$ cat src/rtl/comp_sgpr_pkg.sv
// comp_sgpr_pkg: shared types and helpers for the N-way voting shadow GPR bank.
// The request tuple widths below are the bank's native widths; the top-level
// DATA_WIDTH/ADDR_WIDTH parameters default to them and must stay equal to them.
package comp_sgpr_pkg;

    localparam int SGPR_DATA_WIDTH = 32;
    localparam int SGPR_ADDR_WIDTH = 5;

    typedef enum logic [1:0] {
        RUN   = 2'd0,
        HOLD  = 2'd1,
        FATAL = 2'd2
    } vote_state_e;

    typedef struct packed {
        logic                       we;
        logic [SGPR_ADDR_WIDTH-1:0] addr;
        logic [SGPR_DATA_WIDTH-1:0] data;
    } wr_req_t;

    // Two requests agree when both are idle, or both write the same value to the same register.
    function automatic logic req_match(input wr_req_t a, input wr_req_t b);
        return (!a.we && !b.we) ||
               (a.we && b.we && (a.addr == b.addr) && (a.data == b.data));
    endfunction

endpackage

$ cat src/rtl/comp_sgpr_vote_majority_voter.sv
// majority_voter: purely combinational vote across the redundant cores' write requests.
// A core's tuple wins when more than half of all cores (itself included) present it;
// with two cores this degenerates to full agreement.
module majority_voter
    import comp_sgpr_pkg::*;
#(
    parameter int NUM_CORES = 3
) (
    input  wr_req_t [NUM_CORES-1:0] req_i,
    output logic                    majority_o,
    output wr_req_t                 cand_o,
    output logic [NUM_CORES-1:0]    outvoted_o
);

    localparam int VW = $clog2(NUM_CORES + 1);
    localparam logic [VW-1:0] HALF = VW'(NUM_CORES / 2);

    logic [VW-1:0] votes [NUM_CORES];

    // Count, for every core, how many cores present a tuple matching its own.
    always_comb begin
        for (int i = 0; i < NUM_CORES; i++) begin
            votes[i] = '0;
            for (int j = 0; j < NUM_CORES; j++) begin
                if (req_match(req_i[i], req_i[j])) begin
                    votes[i] = votes[i] + 1'b1;
                end
            end
        end
    end

    // Pick the lowest-index core holding a strict majority; scanning downward lets it overwrite.
    always_comb begin
        majority_o = 1'b0;
        cand_o     = '0;
        for (int i = NUM_CORES - 1; i >= 0; i--) begin
            if (votes[i] > HALF) begin
                majority_o = 1'b1;
                cand_o     = req_i[i];
            end
        end
    end

    // A core is outvoted only when a majority exists and its tuple differs from the winner.
    always_comb begin
        outvoted_o = '0;
        for (int k = 0; k < NUM_CORES; k++) begin
            outvoted_o[k] = majority_o && !req_match(cand_o, req_i[k]);
        end
    end

endmodule

$ cat src/rtl/comp_sgpr_vote.sv
// comp_sgpr_vote: votes the GPR write requests of NUM_CORES redundant cores, commits the
// majority result into a shadow register bank with two read ports, retries on disagreement
// and escalates to a sticky fatal state.
// Optional feature macro: COMP_SGPR_BYPASS_EN forwards the in-flight commit to the read ports.
module comp_sgpr_vote
    import comp_sgpr_pkg::*;
#(
    parameter int DATA_WIDTH = SGPR_DATA_WIDTH,
    parameter int ADDR_WIDTH = SGPR_ADDR_WIDTH,
    parameter int NUM_CORES  = 3,
    parameter int RETRY_MAX  = 4,
    parameter int CNT_WIDTH  = 8
) (
    input  logic                            clk,
    input  logic                            rst,
    input  logic [NUM_CORES-1:0]            we_i,
    input  logic [NUM_CORES*ADDR_WIDTH-1:0] waddr_i,
    input  logic [NUM_CORES*DATA_WIDTH-1:0] wdata_i,
    input  logic [ADDR_WIDTH-1:0]           raddr_a_i,
    output logic [DATA_WIDTH-1:0]           rdata_a_o,
    input  logic [ADDR_WIDTH-1:0]           raddr_b_i,
    output logic [DATA_WIDTH-1:0]           rdata_b_o,
    output logic                            stall_o,
    output logic [NUM_CORES-1:0]            fault_o,
    output logic                            fatal_o,
    output logic [NUM_CORES*CNT_WIDTH-1:0]  fault_cnt_o
);

    localparam int DEPTH = 2 ** ADDR_WIDTH;
    localparam int RW    = $clog2(RETRY_MAX + 1);
    localparam logic [RW-1:0] RETRY_LAST = RW'(RETRY_MAX);

`ifdef COMP_SGPR_BYPASS_EN
    localparam bit BYPASS = 1'b1;
`else
    localparam bit BYPASS = 1'b0;
`endif

    wr_req_t [NUM_CORES-1:0] req;
    wr_req_t                 cand;
    logic                    majority;
    logic [NUM_CORES-1:0]    outvoted;
    logic                    commitEn;

    vote_state_e             state_q, state_d;
    logic [RW-1:0]           retry_q, retry_d;

    logic                    cmtValid_q;
    logic [ADDR_WIDTH-1:0]   cmtAddr_q;
    logic [DATA_WIDTH-1:0]   cmtData_q;
    logic [NUM_CORES-1:0]    fault_q;
    logic [CNT_WIDTH-1:0]    cnt_q [NUM_CORES];
    logic [DATA_WIDTH-1:0]   mem_q [DEPTH];

    // Unpack the flat per-core buses into request tuples for the voter.
    always_comb begin
        for (int k = 0; k < NUM_CORES; k++) begin
            req[k]      = '0;
            req[k].we   = we_i[k];
            req[k].addr = waddr_i[k*ADDR_WIDTH +: ADDR_WIDTH];
            req[k].data = wdata_i[k*DATA_WIDTH +: DATA_WIDTH];
        end
    end

    majority_voter #(
        .NUM_CORES (NUM_CORES)
    ) u_voter (
        .req_i      (req),
        .majority_o (majority),
        .cand_o     (cand),
        .outvoted_o (outvoted)
    );

    // State and retry-count registers; reset always lands back in RUN.
    always_ff @(posedge clk or posedge rst) begin
        if (rst) begin
            state_q <= RUN;
            retry_q <= '0;
        end else begin
            state_q <= state_d;
            retry_q <= retry_d;
        end
    end

    // Next state: a disagreement opens a HOLD window that ends in FATAL once the retries run out.
    always_comb begin
        state_d = state_q;
        retry_d = retry_q;
        unique case (state_q)
            RUN: begin
                if (!majority) begin
                    state_d = HOLD;
                    retry_d = RW'(1);
                end
            end
            HOLD: begin
                if (majority) begin
                    state_d = RUN;
                    retry_d = '0;
                end else if (retry_q == RETRY_LAST) begin
                    state_d = FATAL;
                end else begin
                    retry_d = retry_q + 1'b1;
                end
            end
            FATAL: state_d = FATAL;
            default: begin
                state_d = RUN;
                retry_d = '0;
            end
        endcase
    end

    // Outputs decoded from the state: stall while holding or dead, commit only on a live majority.
    always_comb begin
        stall_o  = 1'b0;
        fatal_o  = 1'b0;
        commitEn = 1'b0;
        unique case (state_q)
            RUN:  commitEn = majority;
            HOLD: begin
                stall_o  = 1'b1;
                commitEn = majority;
            end
            FATAL: begin
                stall_o = 1'b1;
                fatal_o = 1'b1;
            end
            default: commitEn = 1'b0;
        endcase
    end

    // Commit register: idle winners and writes to x0 never become valid, so x0 is never written.
    always_ff @(posedge clk or posedge rst) begin
        if (rst) begin
            cmtValid_q <= 1'b0;
            cmtAddr_q  <= '0;
            cmtData_q  <= '0;
        end else begin
            cmtValid_q <= commitEn && cand.we && (cand.addr != '0);
            cmtAddr_q  <= cand.addr;
            cmtData_q  <= cand.data;
        end
    end

    // Fault pulses last exactly one cycle after the vote that outvoted the core.
    always_ff @(posedge clk or posedge rst) begin
        if (rst) begin
            fault_q <= '0;
        end else begin
            fault_q <= commitEn ? outvoted : '0;
        end
    end

    // Per-core saturating fault counters; they freeze in FATAL because commitEn is low there.
    always_ff @(posedge clk or posedge rst) begin
        if (rst) begin
            for (int k = 0; k < NUM_CORES; k++) begin
                cnt_q[k] <= '0;
            end
        end else begin
            for (int k = 0; k < NUM_CORES; k++) begin
                if (commitEn && outvoted[k] && (cnt_q[k] != '1)) begin
                    cnt_q[k] <= cnt_q[k] + 1'b1;
                end
            end
        end
    end

    // Shadow register bank, written one cycle after the vote from the commit register.
    always_ff @(posedge clk or posedge rst) begin
        if (rst) begin
            for (int i = 0; i < DEPTH; i++) begin
                mem_q[i] <= '0;
            end
        end else if (cmtValid_q) begin
            mem_q[cmtAddr_q] <= cmtData_q;
        end
    end

    // Read muxes: optional forwarding of the in-flight commit, and x0 always reads zero.
    always_comb begin
        rdata_a_o = mem_q[raddr_a_i];
        if (BYPASS && cmtValid_q && (cmtAddr_q == raddr_a_i)) begin
            rdata_a_o = cmtData_q;
        end
        if (raddr_a_i == '0) begin
            rdata_a_o = '0;
        end
        rdata_b_o = mem_q[raddr_b_i];
        if (BYPASS && cmtValid_q && (cmtAddr_q == raddr_b_i)) begin
            rdata_b_o = cmtData_q;
        end
        if (raddr_b_i == '0) begin
            rdata_b_o = '0;
        end
    end

    // Flatten the counters onto the output bus, core k in slice k.
    always_comb begin
        for (int k = 0; k < NUM_CORES; k++) begin
            fault_cnt_o[k*CNT_WIDTH +: CNT_WIDTH] = cnt_q[k];
        end
    end

    assign fault_o = fault_q;

endmodule
$ cat config.mk
export PLATFORM = sky130hd
export DESIGN_NAME = comp_sgpr_vote
export DESIGN_NICKNAME = d
export VERILOG_FILES = /design/src/rtl/comp_sgpr_pkg.sv /design/src/rtl/comp_sgpr_vote_majority_voter.sv /design/src/rtl/comp_sgpr_vote.sv
export SDC_FILE = /design/constraint.sdc
export NUM_CORES = 2
export LEC_CHECK = 0
export CORE_MARGIN = 2
export CORE_UTILIZATION = 40
export DETAILED_ROUTE_END_ITERATION = 8
export MAX_ROUTING_LAYER = met4
export SYNTH_ARGS = -nofsm -noshare
export SYNTH_HDL_FRONTEND = slang
export SYNTH_SLANG_ARGS = --single-unit
$ cat constraint.sdc
create_clock -name clk -period 38.6 [get_ports clk]
set_input_delay 7.72 -clock clk [delete_from_list [all_inputs] [get_ports clk]]
set_output_delay 7.72 -clock clk [all_outputs]
set_load 0.005 [all_outputs]
### After elaboration in Yosys (flattened, before gate mapping)

Cells that the tools add are included.
W data, S select, Z words.

* register bits: 1094
* input port bits: 126
* word-level logic and storage cells: 189
* output and inout bits: 93

* bitwise logic cells: 4
* reduce and logical (&&, ||, !) cells: 66
* $lt $le $gt $ge: 7
* equal/unequal tests: 27
* add/subtract/negate cells: 9
* muxes and demuxes: 35

Operators with widths (number)
* $bwmux W1024: 1
* $bmux W32 S5: 2
* $eq A32 B32 Y1: 9
* $mux W32: 7
* $demux W32 S5: 1
* $mux W38: 3
* $eq A5 B5 Y1: 9
* $logic_and A1 B1 Y1: 42
* $add A8 B1 Y8 const B: 3
* $ne A8 B8 Y1 const B: 3
* $ge A6 B6 Y1 const B: 3
* $not A5 Y6: 3
* $mux W2: 7
* $mux W3: 4
* $add A2 B1 Y2 const B: 5
* $logic_not A5 Y1: 2
* $logic_or A1 B1 Y1: 9
* $pmux W3 S3: 1
* $mux W1: 8
* $logic_not A1 Y1: 7
* $gt A2 B1 Y1 const B: 3
* $lt A6 B1 Y1 const B: 1
* $ne A3 B3 Y1 const B: 2
* $pmux W2 S3: 1
* 11 further kinds: 12

### Longest topological paths before layout

* word-level depth: 20
* gate-level depth with buffers: 15
* mapped depth without buffers: 11

### Hierarchy

Synthesis repeated with hierarchy kept, for this count alone.

* cell total of the unflattened synthesis: 4249
* area total of the unflattened synthesis: 60510.5 um^2

Modules (own cells, without submodules)
* comp_sgpr_vote: seq. area each 27376.3 um^2, area an instance 57640.3 um^2, cells each 3793, instances 1
* majority_voter: seq. area each 0.0 um^2, area an instance 2870.3 um^2, cells each 456, instances 1

### Least setup slack after synthesis

Ideal clock, no wire load.

* path type: input to output
* from: input port raddr_a_i[0]
* to: output port rdata_a_o[18]
* arrival: 10.162 ns
* required time: 30.880 ns
* cell stages on the path: 7
* setup slack: 20.718 ns
* buffers on the path: 3
* cells stage by stage: clkbuf_1 > clkbuf_1 > buf_1 > mux4_2 > mux4_2 > mux2i_1 > nor2_1

* word-level cells in the longest chain between the ends: 5
* elaborated cells between the ends (all ways): 6

Ends and longest elaborated chain
* start: declaration: RTL line comp_sgpr_vote.sv:19 `input logic [ADDR_WIDTH-1:0] raddr_a_i,`
* $not A5 Y6 (implied by the code): RTL line comp_sgpr_vote.sv:183 `rdata_a_o = mem_q[raddr_a_i];`
* $bmux W32 S5: RTL line comp_sgpr_vote.sv:183
* $mux W32 (implied by the code) (2 in a row): RTL line comp_sgpr_vote.sv:183
* $mux W32 *: RTL line comp_sgpr_vote.sv:187 `if (raddr_a_i == '0) begin`
* end: declaration: RTL line comp_sgpr_vote.sv:20 `output logic [DATA_WIDTH-1:0] rdata_a_o,`

Mark *: on every way between the ends. The rest lies on a longest branch, timed or not. The select of a mux whose other input is x is not followed.

### Final worst setup path

* from: input port raddr_b_i[0]
* to: output port rdata_b_o[9]

* word-level cells in the longest chain between the ends: 5
* elaborated cells between the ends (all ways): 6

Ends and longest elaborated chain
* start: declaration: RTL line comp_sgpr_vote.sv:21 `input logic [ADDR_WIDTH-1:0] raddr_b_i,`
* $not A5 Y6 (implied by the code): RTL line comp_sgpr_vote.sv:190 `rdata_b_o = mem_q[raddr_b_i];`
* $bmux W32 S5: RTL line comp_sgpr_vote.sv:190
* $mux W32 (implied by the code) (2 in a row): RTL line comp_sgpr_vote.sv:190
* $mux W32 *: RTL line comp_sgpr_vote.sv:194 `if (raddr_b_i == '0) begin`
* end: declaration: RTL line comp_sgpr_vote.sv:22 `output logic [DATA_WIDTH-1:0] rdata_b_o,`

Marks and branches as above.

==> impl_metrics.yaml <==
run_status:
  status: "complete, no violations"
floorplanning:
  num_rows: 141
  io_pins: 219
  die_h_um: 390
  die_x_um: 390
  coreArea_um2: 148000
  initial_core_util: 0.403
  die_area_um2: 152000
logic_synthesis:
  synth.yosys.warnings: 0
  synth_nets: 3975
  postSynthAreaPerCell_um2: 15.5
  synth_cells: 3841
  ys_seq_area_frac: 0.459
  synth_edf_count: 0
  ys_top_cells_by_area: "dfrtp_1 (46%), mux4_2 (24%), mux2_2 (19%)"
  ys_ff_latch: 1094
  yosysTopAreaCellShare: 0.459
  ys.flop_type: "dfrtp_1"
  synthArstFlopShare: 1.00
  synth_area_leader_cell: "dfrtp_1"
  ys_types: 74
  netlist_area_um2: 59700
detailed_routing:
  routed_via_density: 6.28
  wl_per_cell_um: 31.9
  vias: 37100
  drt_iter0_drc: 3176
  ant_nets: 0
  drtPass1Iterations: 7
  wirelength_um: 188000
  drc_errors: 0
clock_network:
  path_clk_slew_ns: 0.07
  htreeDepth: 3
  clk_latency_ns: 0.75
  cts_root_buf: "clkbuf_16"
  cts_tree: "built"
  cts_resized: 0
  cts_setup_buffers: 0
  cts_sinks: 1094
  numCtsBuffers: 121
  cts_hold_buf: 0
  clk_path_buf_depth: 3
worst_setup_path:
  critPathLaunch: "raddr_b_i[0]"
  r2r-start: "cmtAddr_q[0]"
  end_kind: "primary output"
  timing_worst_setup_path_type: "in2out"
  ff2ff_path_depth: 3
  critPathRequiredTime_ns: 30.88
  worstSetupStartpointType: "primary input"
  cp_max_fo: 107
  timing.rr.end: "mem_q[511]"
  crit_arrival_ns: 12.35
  rrSetupSlack_ns: 35.52
timing:
  hold_viol: 0
  setup_viol: 0
  totalNegativeSetupSlack_ns: 0
  fmax_mhz: 49.8
  period_share: 0.520
  slew_headroom: 0.164
  tightest_slew_ns: 1.25
  hold_slack_ns: 0.501
  drv_slew: 0
  rsz0062_at_grt: "false"
  worst_clock_skew_ns: 0.0263
  fin_crit_ns: 20.07
final_layout:
  syn2layout_area_growth_pct: 13.7
  final_nets: 4006
  drive_gt1_frac: 0.502
  fin_util: 0.458
  fin_cells: 5906
global_routing:
  use_met3: 0.0414
  antenna_found_initial: 4
  use_met1: 0.355
  grt_pass1_wl_um: 276000
  busiest_layer: "met2"
  grt_overflow: 0
  grt_max_degree: 174
  met2_usage: 0.397
  grt_pass1_vias: 38300
  track_usage: 0.256
pwr:
  power_leakage_nw: 30.7
  ir_worst_vdd_mv: 0.0348
  power_density_nw_per_um2: 38.9
job:
  cap_violations: 0
worst_hold_path:
  hold_path.class: "reg2reg"
  hold_path_end: "fault_cnt_o[6]"
  min_path_cells: 1
  hp-start: "fault_cnt_o[6]"
placed_design:
  port-buffer-count: 218
  dp_hpwl_um: 108000
  gp_congestion: 0.976
  dpl.cell_count: 5679
==> cells by family (layout without fill, tap and decap cells) <==
family,Yosys count,count (layout),share of synthesized area
muxes,1736,1736,0.447
DFF,1094,1094,0.459
buffers and inverters,398,530,0.0257
and+or+nand+nor,330,330,0.0288
AOI/OAI and AO/OA,142,142,0.0186
xor gates and xnor gates,133,133,0.0195
adders and majority gates,8,8,0.00168
other,0,3,0
==> critical path, cell delays in order <==
cell and delay [ns]:
buf_8 0.55, buf_12 0.76, buf_4 0.82, mux4_2 0.62, mux4_2 0.49, mux2i_1 0.65, nor2_1 0.09, clkdlybuf4s50_1 0.47
==> how the worst max path moves through the flow <==
| stage | end | slack (ns) | cells past startpoint |
|---|---|---|---|
| after detailed placement | rdata_b_o[7] | 18.39 | 8 |
| after CTS | rdata_b_o[7] | 18.38 | 8 |
| after global placement | rdata_b_o[12] | 18.30 | 8 |
| final | rdata_b_o[9] | 18.53 | 8 |
| after global routing | rdata_b_o[12] | 18.22 | 8 |
| after floorplan | cmtAddr_q[0] | 0.08 | 1 |
==> synth_stat cells, types with 22 or more instances <==
library cell  number
nand2_1           61
xnor2_1           34
xor2_1            99
dfrtp_1         1094
mux4_2           640
mux2_2          1027
clkbuf_1         251
mux2i_1           65
buf_1            119
nor2_1            98
nor4_1            35
inv_1             22
==> metal layers <==
metal,share of wire,routed length [um]
met1,0.44,82500
met2,0.47,89300
met3,0.061,11500
met4,0.027,5080
met5,0,0
==> placed cells by master (no fill, tap or decap), types with 14 or more instances in the layout <==
| master | n |
|---|---|
| nand4_1 | 18 |
| mux2i_1 | 65 |
| clkdlybuf4s50_1 | 208 |
| nand3_1 | 20 |
| dfrtp_1 | 1094 |
| mux4_2 | 640 |
| clkinv_2 | 17 |
| inv_1 | 21 |
| nor3_1 | 15 |
| nand2_1 | 45 |
| clkbuf_16 | 123 |
| nor2_4 | 18 |
| clkbuf_8 | 32 |
| clkbuf_1 | 30 |
| nor2_1 | 80 |
| a21boi_0 | 14 |
| nor4_1 | 35 |
| nor2b_1 | 21 |
| xor2_1 | 99 |
| buf_4 | 67 |
| a21oi_1 | 20 |
| xnor2_1 | 34 |
| mux2_2 | 1027 |
| nand2_4 | 16 |
==> through the flow <==
step                      cell area (um^2)  setup WS [ns]  total power [mW]
final                                67800          18.53              2.64
after CTS                            67800          18.38              2.66
after floorplan                      59700         0.0788              1.34
after global placement               63600          18.30              1.43
after global routing                 67800          18.22              2.73
after detailed placement             63600          18.39              1.44
==> sequential cells by signal (all words and copies together) (netlist names) <==
signal and count:
cmtValid_q 1, retry_q 3, fault_cnt_o 24, state_q 2
cmtData_q 32, mem_q 1024, fault_o 3, cmtAddr_q 5
==> power breakdown <==
part / internal (mW) / switching (mW) / leakage [nW]
Sequential: 1.16 / 0.0337 / 15.2
Clock: 0.725 / 0.496 / 2.06
Combinational: 0.0855 / 0.136 / 13.4
Total: 1.97 / 0.666 / 30.7
==> layout make-up <==
type                            instances  area [um^2]
Antenna cell                            3         7.51
Timing Repair Buffer                  284         2730
Inverter                               22         90.1
Tap cell                             1930         2410
Multi-Input combinational cell       2349        31000
Fill cell                           12900        80200
Clock inverter                         39          561
Clock buffer                          185         3630
Sequential cell                      1094        27400
No activity file was read; power rests on OpenSTA's default activity.
